## config.mk

```make
export PLATFORM = sky130hd
export DESIGN_NAME = huffman_encoder_flat
export DESIGN_NICKNAME = d
export VERILOG_FILES = /design/src/rtl/huffman_encoder_if.sv /design/src/rtl/huffman_encoder.sv /design/src/flat_wrapper.sv
export SDC_FILE = /design/constraint.sdc
export NUM_CORES = 1
export LEC_CHECK = 0
export ABC_AREA = 1
export CAP_MARGIN = 10
export CORE_ASPECT_RATIO = 2
export CORE_UTILIZATION = 54
export DETAILED_ROUTE_END_ITERATION = 8
export GPL_ROUTABILITY_DRIVEN = 0
export PLACE_DENSITY_LB_ADDON = 0.3
export SLEW_MARGIN = 25
export SYNTH_ARGS = -nofsm -noshare
export SYNTH_HDL_FRONTEND = slang
export SYNTH_SLANG_ARGS = --single-unit
```

## constraint.sdc

```tcl
create_clock -name clk -period 2.85 [get_ports clk]
set_clock_uncertainty 0.15 [all_clocks]
set_input_delay 0.57 -clock clk [delete_from_list [all_inputs] [get_ports clk]]
set_output_delay 0.57 -clock clk [all_outputs]
set_load 0.005 [all_outputs]
```

## src/rtl/huffman_encoder_if.sv

```systemverilog
// Symbol-in / serial-code-out bundle for huffman_encoder.
// master drives symbols; slave is the encoder.
interface huffman_encoder_if #(
  parameter int DEPTH = 4
);
  localparam int LW = $clog2(DEPTH) + 1;

  logic [2:0]    sym;
  logic          sym_valid;
  logic          sym_ready;
  logic          bit_out;
  logic          bit_valid;
  logic          code_end;
  logic          err;
  logic [LW-1:0] fifo_level;

  modport master (
    output sym,
    output sym_valid,
    input  sym_ready,
    input  bit_out,
    input  bit_valid,
    input  code_end,
    input  err,
    input  fifo_level
  );

  modport slave (
    input  sym,
    input  sym_valid,
    output sym_ready,
    output bit_out,
    output bit_valid,
    output code_end,
    output err,
    output fifo_level
  );
endinterface

```

## src/rtl/huffman_encoder.sv

```systemverilog
// Huffman encoder: symbol FIFO feeding a serial MSB-first code shifter.
// Codewords are the inverse of huffman_decoder's table.
module huffman_encoder #(
  parameter int DEPTH = 4
) (
  input logic         clk,
  input logic         reset,
  huffman_encoder_if.slave bus
);
  localparam int AW = $clog2(DEPTH);
  localparam int LW = AW + 1;

  typedef enum logic {
    IDLE,
    SHIFT
  } state_t;

  state_t        state;
  logic [2:0]    mem [DEPTH];
  logic [AW-1:0] wr_ptr;
  logic [AW-1:0] rd_ptr;
  logic [LW-1:0] level;

  logic [3:0]    code;
  logic [2:0]    rem;
  logic          bit_q;
  logic          valid_q;
  logic          end_q;
  logic          err_q;

  logic [2:0]    head;
  logic [3:0]    hcode;
  logic [2:0]    hlen;
  logic          legal;
  logic          accept;
  logic          push;
  logic          pop;

  assign bus.sym_ready  = level < LW'(DEPTH);
  assign bus.bit_out    = bit_q;
  assign bus.bit_valid  = valid_q;
  assign bus.code_end   = end_q;
  assign bus.err        = err_q;
  assign bus.fifo_level = level;

  assign accept = bus.sym_valid && bus.sym_ready;
  assign legal  = (bus.sym != 3'd0) && (bus.sym != 3'd7);
  assign push   = accept && legal;
  // rem==0 in SHIFT means the last bit is on the wire now
  assign pop    = (level != '0) &&
                  ((state == IDLE) || (rem == 3'd0));
  assign head   = mem[rd_ptr];

  always_comb begin
    hcode = 4'b0000;
    hlen  = 3'd1;
    case (head)
      3'd1: begin
        hcode = 4'b0000;
        hlen  = 3'd1;
      end
      3'd2: begin
        hcode = 4'b1010;
        hlen  = 3'd3;
      end
      3'd3: begin
        hcode = 4'b1000;
        hlen  = 3'd3;
      end
      3'd4: begin
        hcode = 4'b1110;
        hlen  = 3'd3;
      end
      3'd5: begin
        hcode = 4'b1101;
        hlen  = 3'd4;
      end
      3'd6: begin
        hcode = 4'b1100;
        hlen  = 3'd4;
      end
      default: begin
        hcode = 4'b0000;
        hlen  = 3'd1;
      end
    endcase
  end

  always_ff @(posedge clk) begin
    if (push) begin
      mem[wr_ptr] <= bus.sym;
    end
  end

  always_ff @(posedge clk or posedge reset) begin
    if (reset) begin
      wr_ptr <= '0;
      rd_ptr <= '0;
      level  <= '0;
      err_q  <= 1'b0;
    end else begin
      err_q <= accept && !legal;
      if (push) begin
        wr_ptr <= wr_ptr + AW'(1);
      end
      if (pop) begin
        rd_ptr <= rd_ptr + AW'(1);
      end
      case ({push, pop})
        2'b10:   level <= level + LW'(1);
        2'b01:   level <= level - LW'(1);
        default: level <= level;
      endcase
    end
  end

  always_ff @(posedge clk or posedge reset) begin
    if (reset) begin
      state   <= IDLE;
      code    <= '0;
      rem     <= '0;
      bit_q   <= 1'b0;
      valid_q <= 1'b0;
      end_q   <= 1'b0;
    end else if (pop) begin
      state   <= SHIFT;
      bit_q   <= hcode[3];
      code    <= {hcode[2:0], 1'b0};
      rem     <= hlen - 3'd1;
      valid_q <= 1'b1;
      end_q   <= (hlen == 3'd1);
    end else if ((state == SHIFT) && (rem != 3'd0)) begin
      bit_q   <= code[3];
      code    <= {code[2:0], 1'b0};
      rem     <= rem - 3'd1;
      valid_q <= 1'b1;
      end_q   <= (rem == 3'd1);
    end else begin
      state   <= IDLE;
      code    <= '0;
      rem     <= '0;
      bit_q   <= 1'b0;
      valid_q <= 1'b0;
      end_q   <= 1'b0;
    end
  end
endmodule

```

## src/flat_wrapper.sv

```systemverilog
// flat-port wrapper written by rule: the top's interface ports become plain ports
module huffman_encoder_flat 
#(
  parameter int DEPTH = 4
)
  (clk, reset, bus_sym, bus_sym_valid, bus_sym_ready, bus_bit_out, bus_bit_valid, bus_code_end, bus_err, bus_fifo_level);
  huffman_encoder_if #(.DEPTH(DEPTH)) bus_i ();
  input logic clk;
  input logic reset;
  input wire logic [$bits(bus_i.sym)-1:0] bus_sym;
  input wire logic [$bits(bus_i.sym_valid)-1:0] bus_sym_valid;
  output wire logic [$bits(bus_i.sym_ready)-1:0] bus_sym_ready;
  output wire logic [$bits(bus_i.bit_out)-1:0] bus_bit_out;
  output wire logic [$bits(bus_i.bit_valid)-1:0] bus_bit_valid;
  output wire logic [$bits(bus_i.code_end)-1:0] bus_code_end;
  output wire logic [$bits(bus_i.err)-1:0] bus_err;
  output wire logic [$bits(bus_i.fifo_level)-1:0] bus_fifo_level;
  assign bus_i.sym = bus_sym;
  assign bus_i.sym_valid = bus_sym_valid;
  assign bus_sym_ready = bus_i.sym_ready;
  assign bus_bit_out = bus_i.bit_out;
  assign bus_bit_valid = bus_i.bit_valid;
  assign bus_code_end = bus_i.code_end;
  assign bus_err = bus_i.err;
  assign bus_fifo_level = bus_i.fifo_level;
  huffman_encoder #(.DEPTH(DEPTH)) u_core (.clk(clk), .reset(reset), .bus(bus_i));
endmodule
```

### Yosys cells after proc, flatten, opt, wreduce, memory -nomap -nowiden

Memories as Yosys holds them, arrays and structs flattened.
Cells that the tools add are included.

* bits in registers: 19
* bits in writable memories: 12
* input port bits: 6
* output and inout port bits: 8
* word-level logic and storage cells: 62
* memories: 1

Memories
* u_core.mem: depth 4, bits a word 3, read ports 1, clocked after memory_dff 0, write ports 1, line huffman_encoder.sv:19 `logic [2:0] mem [DEPTH];`

* add/sub/neg operators: 6
* $lt $le $gt $ge: 1
* eq/ne operators: 11
* muxes and demuxes: 17
* bitwise logic cells: 1
* reduce and logical (&&, ||, !) cells: 15

Operator list (number)
* 4-bit one-hot mux with 5 select lines: 1
* 3-bit one-hot mux with 2 select lines: 2
* 1-bit 2-to-1 mux: 10
* 3-bit equality test, second input constant: 3
* 3-bit nonzero test: 3
* 3-bit by 1-bit subtractor with 3-bit output, second input constant: 3
* 4-bit 2-to-1 mux: 2
* 3-bit by 1-bit equality test with 1-bit output, second input constant: 2
* 3-bit by 2-bit equality test with 1-bit output, second input constant: 2
* 1-bit logical AND: 6
* 3-bit 2-to-1 mux: 2
* 2-bit by 1-bit adder with 2-bit output, second input constant: 2
* 3-bit by 1-bit adder with 3-bit output, second input constant: 1
* 3-bit zero test: 1
* 3-bit < comparator, second input constant: 1
* 3-bit != test, second input constant: 1
* 3-bit OR reduction: 1
* 2-bit by 1-bit equality test with 1-bit output, second input constant: 1
* 2-bit equality test, second input constant: 1
* 2-bit by 1-bit != test with 1-bit output, second input constant: 1
* 2-bit nonzero test: 1
* 2-bit OR reduction: 1
* 1-bit zero test: 1
* 1-bit logical OR: 1
* 1-bit NOT: 1

### Logic depth before layout (Yosys ltp)

An unclocked memory read counts as a cell.

* depth in word-level cells: 6
* mapped depth: 12
* mapped depth without buffers: 12

### Least setup slack after synthesis

OpenSTA, ideal clock, no wires.

* kind: register to register
* start: register u_core.rem[0]
* end: register u_core.level[2], in the netlist u_core.bus.fifo_level[2]
* library setup time: 0.131 ns
* arrival time: 1.921 ns
* data required time: 2.569 ns
* path slack: 0.648 ns
* cell stages (with the launch flop): 13
* buffers on the path: 0
* clock period less this slack: 2.202 ns
* cell sequence: dfrtp_1 > inv_1 > ha_1 > nand2_1 > nand2_1 > nand2_2 > inv_1 > ha_1 > inv_1 > fa_1 > a21oi_1 > o21ai_0 > xor2_1

* cells in the longest elaborated chain, start to end: 5
* elaborated cells between the ends (all ways): 7
* those cells by class: eq/ne (2); mux (1); reduce/logical (4)

Ends and longest elaborated chain
* start: declaration: line huffman_encoder.sv:25 `logic [2:0] rem;`
* start signal: assignment: line huffman_encoder.sv:129 `rem <= hlen - 3'd1;`
* start signal: assignment: line huffman_encoder.sv:135 `rem <= rem - 3'd1;`
* 3-bit zero test (*): line huffman_encoder.sv:51 `((state == IDLE) || (rem == 3'd0));`
* 1-bit logical OR (*): line huffman_encoder.sv:51
* 1-bit logical AND (*): line huffman_encoder.sv:50 `assign pop = (level != '0) &&`
* named net u_core.pop: line huffman_encoder.sv:37 `logic pop;`
* 2-bit by 1-bit equality test with 1-bit output or 2-bit equality test (tied branches): line huffman_encoder.sv:109 `case ({push, pop})`
* 3-bit one-hot mux with 2 select lines or 2-bit nonzero test (tied branches)
* end signal: assignment: line huffman_encoder.sv:110 `2'b10: level <= level + LW'(1);`
* end signal: assignment: line huffman_encoder.sv:111 `2'b01: level <= level - LW'(1);`
* end signal: assignment: line huffman_encoder.sv:112 `default: level <= level;`
* end: declaration: line huffman_encoder.sv:22 `logic [LW-1:0] level;`

The timed path passes the listed nets; every way through them passes the cells marked *.
A chain may end at the register's enable or synchronous reset.

### Final worst setup path

Ends and elaborated chain as after synthesis.

==> metrics <==
Worst setup SP type register; max incr delay on CP 0.38 ns; Via density roughly 5.0; total clock sinks 30; initial antenna violation count 0; design area 0.00169 mm²; GRT overflow 0; Storage cell area 811 µm²; Slew headroom a little under three fifths; DIE WIDTH 38.6 µm; H-tree depth 2; Max clock buf depth 2; warnings from Yosys 0; DRC 0; syn_area_per_cell 9.53 µm²; Antenna diodes 0; final hold slack approximately 0.31 ns; reported max-cap violation count 0; Syn Inst Count 152; most frequent cells in the layout 44 x nand2_1, 20 x inv_1, 18 x dfrtp_1; WP data required 2.86 ns; CP Max Fanout 7; first-pass GRT wire length ~4.3 mm; Setup violations, final 0; Leak 0.000819 µW; NumNets Final around 190; core area roughly 0.0025 mm²; Num CTS Buffers 5; detailed-routing iteration count for the pre-antenna-repair pass 3; die area 0.00291 mm²; Post CTS Setup Buffer Count 0; max frequency 405 MHz; largest net degree at the start of global routing 19; die extent in y 75.3 µm; I/O pin total 14; post-synthesis cell type count 23; Post-Route WL about 2.4 mm; gr usage total 21.9%; post-CTS sizing 0; Post-Synthesis Cell Area around 0.0014 mm²; fraction of layout cells with a size suffix above 1 11.0%; Final Cycle Share 86.7%; number of port buffers 13; clock slew at reported path FFs around 0.060 ns; total negative slack 0 ns; flop2flop setup slack between 0.3 and 0.4 ns; crit path time final 2.47 ns; sequential share of the synthesized area between 50% and 60%; Clk pwr share ~17%; Least-Margin Pin Slew 0.668 ns; footprint of the multi-input gates 531 µm²; RSZ-0062 raised after global routing no; Power Density 1120 mW/mm²; filler instances 207; Pint 1120 µW; logic gate share of total power about 47%; CP Class register to register; root buffer cell clkbuf_8; status finished clean; worst IR drop on VDD roughly 0.7 mV; #FFs+latches synth 30; sequential group share of total power 36.5%; Setup crit end kind register; row cnt 26; worst min path class register to register; post-route setup slack 0.379 ns; Max Slew Vio Count 0; Wirelength per Cell 12.2 µm; initial core utilization 57.1%; Area Growth Syn to Fin 16.4%; CTS tree yes; crit path DAT 2.48 ns; Switching Share 40.7%; fin cells 200; Post-DP HPWL between 1.5 and 2 mm; Final Hold Fails 0; Sw Pwr about 770 µW; crit-path cells inv_1, ha_1, nand2_1, nand2_1, nand2_2, inv_1, ha_1, inv_1, fa_1, a21oi_1, o21ai_0, xor2_1; commonest non-fill, non-tap cell in the layout nand2_1; Detailed Route Iter0 Violations 19; number of global-route vias before repair 1,038; via count around 1,000; cell total after placement approximately 190; dpl ws 0.209 ns; CTS Hold Bufs 0; slowest CP cell dfrtp_1; Detail Route Antenna Nets 0; most frequent cell on the critical path inv_1; Syn Nets 167; Skew-Pair Late Insertion Delay 0.28 ns; Placed Area 0.00161 mm²
[path summary, 6_finish.rpt]
path | depth (start not counted) | start | end
setup / recovery | 12 | u_core.rem[0] | u_core.bus.fifo_level[2]
hold / removal | 2 | u_core.code[1] | u_core.code[2]
setup reg to reg | 12 | u_core.rem[0] | u_core.bus.fifo_level[2]
hold reg to reg | 2 | u_core.code[1] | u_core.code[2]
max in group asynchronous | 2 | reset | u_core.wr_ptr[1]
min in group asynchronous | 2 | reset | u_core.rem[0]
[worst max-delay path: cells and delay by family, from the launching register on]
family / cells / cell delay, ns
AOI/OAI and AO/OA: 2 / 0.24
xor gates and xnor gates: 1 / 0.15
adders and majority gates: 3 / 0.70
buffers and inverters: 3 / 0.35
DFF: 1 / 0.38
and+or+nand+nor: 3 / 0.37
[sequential cells by signal (all words and copies together) (netlist names)]
register	count
u_core.mem	12
u_core.bus.fifo_level	3
u_core.code	3
u_core.rem	3
u_core.rd_ptr	2
u_core.wr_ptr	2
u_core.bus.bit_out	1
u_core.bus.bit_valid	1
u_core.bus.code_end	1
u_core.bus.err	1
u_core.state	1
[final cells by class]
| cell class | instances | share of cell area [%] |
|---|---|---|
| Tap cell | 28 | 2.08 |
| Clock buffer | 6 | 4.30 |
| Timing Repair Buffer | 14 | 8.16 |
| Inverter | 23 | 5.42 |
| Sequential cell | 30 | 48.1 |
| Clock inverter | 2 | 0.519 |
| Multi-Input combinational cell | 97 | 31.5 |
[cells by family (layout without fill, tap and decap cells)]
group | after synthesis | in the layout | synth area share [%]
fa+ha+maj | 9 | 9 | 8.29
buf+inv | 25 | 45 | 7.43
flops | 30 | 30 | 56.0
compound gates | 7 | 7 | 2.68
simple gates | 76 | 76 | 22.6
xor+xnor | 5 | 5 | 3.02
[routing by layer]
layer | vias up | global-route usage (%) | part of all wire [%]
met1 | 469 | 19.5 | 33
met4 | 0 | 12.6 | 2.8
met5 | - | 0 | 0
li1 | 513 | - | -
met3 | 5 | 6.19 | 2.5
met2 | 15 | 40.4 | 62
[stage by stage]
step | power, µW | util, %
after global routing | 2070 | 66.5
after CTS | 1910 | 66.5
final | 1890 | 66.5
after global placement | 1530 | 63.3
after floorplan | 1320 | -
after detailed placement | 1590 | 63.3
[Yosys cell counts]
cell | n | share of area, %
inv_6 | 1 | 0.60
nand4_1 | 1 | 0.43
a21oi_1 | 3 | 1.0
nand3_1 | 10 | 3.5
nand2_1 | 44 | 11
ha_1 | 8 | 6.9
fa_1 | 1 | 1.4
buf_2 | 1 | 0.35
nor2_1 | 12 | 3.1
o21ai_1 | 1 | 0.35
o21ai_2 | 1 | 0.60
xor2_1 | 3 | 1.8
buf_6 | 1 | 0.78
inv_1 | 20 | 5.2
inv_2 | 2 | 0.52
nand4_2 | 1 | 0.86
edfxtp_1 | 12 | 25
or2_2 | 1 | 0.43
xnor2_1 | 2 | 1.2
dfrtp_1 | 18 | 31
o21ai_0 | 2 | 0.69
nor3_1 | 1 | 0.35
nand2_2 | 6 | 2.6
[power by group through the flow]
stage / Sequential (µW) / Clock (µW) / Combinational (µW)
2_1_floorplan: 652 / 0 / 670
3_3_place_gp: 691 / 0 / 842
3_5_place_dp: 698 / 0 / 887
4_1_cts: 690 / 322 / 894
5_1_grt: 706 / 343 / 1020
6_report: 689 / 318 / 881
(Power assumes the default switching activity.)
==> RTL change, RTL diff (config.mk and constraints unchanged) <==
`DEPTH` is set to 4 in 3 places; all go to 16.
--- a/src/rtl/huffman_encoder_if.sv
+++ b/src/rtl/huffman_encoder_if.sv
@@ -3,3 +3,3 @@
 interface huffman_encoder_if #(
-  parameter int DEPTH = 4
+  parameter int DEPTH = 16
 );
--- a/src/rtl/huffman_encoder.sv
+++ b/src/rtl/huffman_encoder.sv
@@ -3,3 +3,3 @@
 module huffman_encoder #(
-  parameter int DEPTH = 4
+  parameter int DEPTH = 16
 ) (
--- a/src/flat_wrapper.sv
+++ b/src/flat_wrapper.sv
@@ -3,3 +3,3 @@
 #(
-  parameter int DEPTH = 4
+  parameter int DEPTH = 16
 )
Interface: changed (resized bus_fifo_level); port bits go from 14 to 16. The function was not compared with the original's and may differ.
==> RTL change against the original RTL <==
Utilization shrank 0.73 points. Synthesized cell count grew 130%. Critical path depth grew 2. Wire length rose to 2.8 times the old value. Worst setup slack worse by 0.20 ns. Sequential cell count increased by 42. Count of clock-buffer cells in the layout increased by 10. Design area grew 140%. Area after synthesis up 130%. Total power grew 140%. Largest power group unchanged. Highest routed layer unchanged.
==> RTL change: results (changes against the original RTL) <==
outcome: "finished clean"  # unchanged
yosys-top-cells-count: "nand2_1 (108), edfxtp_1 (48), inv_1 (39), nand3_1 (37), nor2_1 (29)"  # was nand2_1 (44), inv_1 (20), dfrtp_1 (18), edfxtp_1 (12), nor2_1 (12)
worstPathMaxFanout: 3  # was 7
met2_length_um: 3908  # was 1510 µm
fillerInstances: 463  # was 207
drt_iter0_markers: 97  # was 19
use_met2_pct: 42.45  # was 40.37%
place_area_um2: 3681  # was 1605 µm²
drtPass1Iterations: 4  # was 3
syn_nets: 362  # was 167
seq_power_mw: 1.50  # was 0.689 mW
comb_power_mw: 2.03  # was 0.881 mW
cts_buffers: 9  # was 5
drt-met1-wl_um: 2231  # was 795 µm
io_buffers: 15  # was 13
worst_hold_startpoint: "u_core.code[3]"  # was u_core.code[1]
r2r-start: "u_core.bus.fifo_level[1]"  # was u_core.rem[0]
cpLargestDelayFamily: "simple AND/OR/NAND/NOR gates"  # was adder cells
htree_num_levels: 3  # was 2
startpoint: "bus_sym[1]"  # was u_core.rem[0]
drt-total-wl_um: 6719  # was 2435 µm
slowest_stage: "clkdlybuf4s50_1"  # was dfrtp_1
synth_compound_area_share_pct: 1.510  # was 2.677%
clockRootBuffer: "clkbuf_16"  # was clkbuf_8
ys_seq_area_share_pct: 60.09  # was 55.96%
finalNonFillerCells: 465  # was 200
global_route.usage.met3_pct: 4.520  # was 6.195%
dpl.hpwl_um: 4702  # was 1948 µm
clock_latency_ns: 0.33  # was 0.28 ns
synthAdderAreaFrac_pct: 4.418  # was 8.290%
vdd_drop_max_v: 0.0009053  # was 0.0006852 V
dp_worst_setup_slack_ns: -0.1743  # was 0.2088 ns
synth-xor-area-share_pct: 3.351  # was 3.022%
worst_pin_slew_ns: 0.3388  # was 0.6680 ns
synth_area_leaders: "edfxtp_1 (42%), dfrtp_1 (18%), nand2_1 (12%), nand3_1 (5.4%), ha_1 (4.4%)"  # was dfrtp_1 (31%), edfxtp_1 (25%), nand2_1 (11%), ha_1 (6.9%), inv_1 (5.2%)
avgSynthCellArea_um2: 9.879  # was 9.532 µm²
p_leak_nw: 1.792  # was 0.8187 nW
synth.distinct_cells: 25  # was 23
synth_edf_count: 48  # was 12
p_sw_mw: 1.762  # was 0.7678 mW
grt_max_degree: 28  # was 19
cp.arrival_ns: 2.73  # was 2.48 ns
ys.flop_type: "edfxtp_1"  # was dfrtp_1
drive_gt1_share_pct: 11.29  # was 11.05%
final_nets: 394  # was 186
vias: 2347  # was 1002
grtUsageMet1_pct: 21.52  # was 19.52%
multi_input_area_um2: 1131  # was 530.5 µm²
critPathMaxStageDelay_ns: 0.47  # was 0.38 ns
==> RTL change: cell types whose count changed after synthesis, moves of 3 or more <==
cell,before,now
nand2_1,44,108
edfxtp_1,12,48
nand3_1,10,37
inv_1,20,39
nor2_1,12,29
xor2_1,3,10
dfrtp_1,18,24
ha_1,8,12
buf_6,1,4
nand3_2,0,3
==> RTL change: layout make-up <==
| type | count | share of cell area (%) |
|---|---|---|
| clock buffer | 16 | 7.102 |
| inverter | 42 | 4.148 |
| multi-input combinational | 222 | 28.41 |
| sequential | 72 | 51.29 |
| tap | 84 | 2.640 |
| timing repair buffer | 29 | 6.411 |
==> RTL change: cell families (layout without fill, tap and decap cells) <==
logic type               after synthesis  after routing
AO/OA/AOI/OAI                          9              9
XOR/XNOR                              13             13
adder cells (fa/ha/maj)               12             12
buffers and inverters                 50             87
flip-flops                            72             72
AND/OR/NAND/NOR                      188            188
==> RTL change: worst paths after layout <==
check / endpoint / cells past startpoint / slack [ns]
worst max-delay path: u_core.bus.fifo_level[4] / 14 / 0.18
worst min-delay path: u_core.bus.bit_out / 2 / 0.31
worst max register to register: u_core.bus.fifo_level[4] / 15 / 0.25
worst min register to register: u_core.bus.bit_out / 2 / 0.31
max in group asynchronous: u_core.bus.fifo_level[3] / 3 / 1.85
min in group asynchronous: u_core.rem[1] / 3 / 0.45
==> RTL change: worst register-to-register path: cells and delay by family, from the launching register on <==
kind / cells / cell delay, ns
adders and majority gates: 2 / 0.44
and+or+nand+nor: 7 / 0.75
xor gates and xnor gates: 2 / 0.32
DFF: 1 / 0.47
AOI/OAI and AO/OA: 2 / 0.22
buffers and inverters: 2 / 0.16
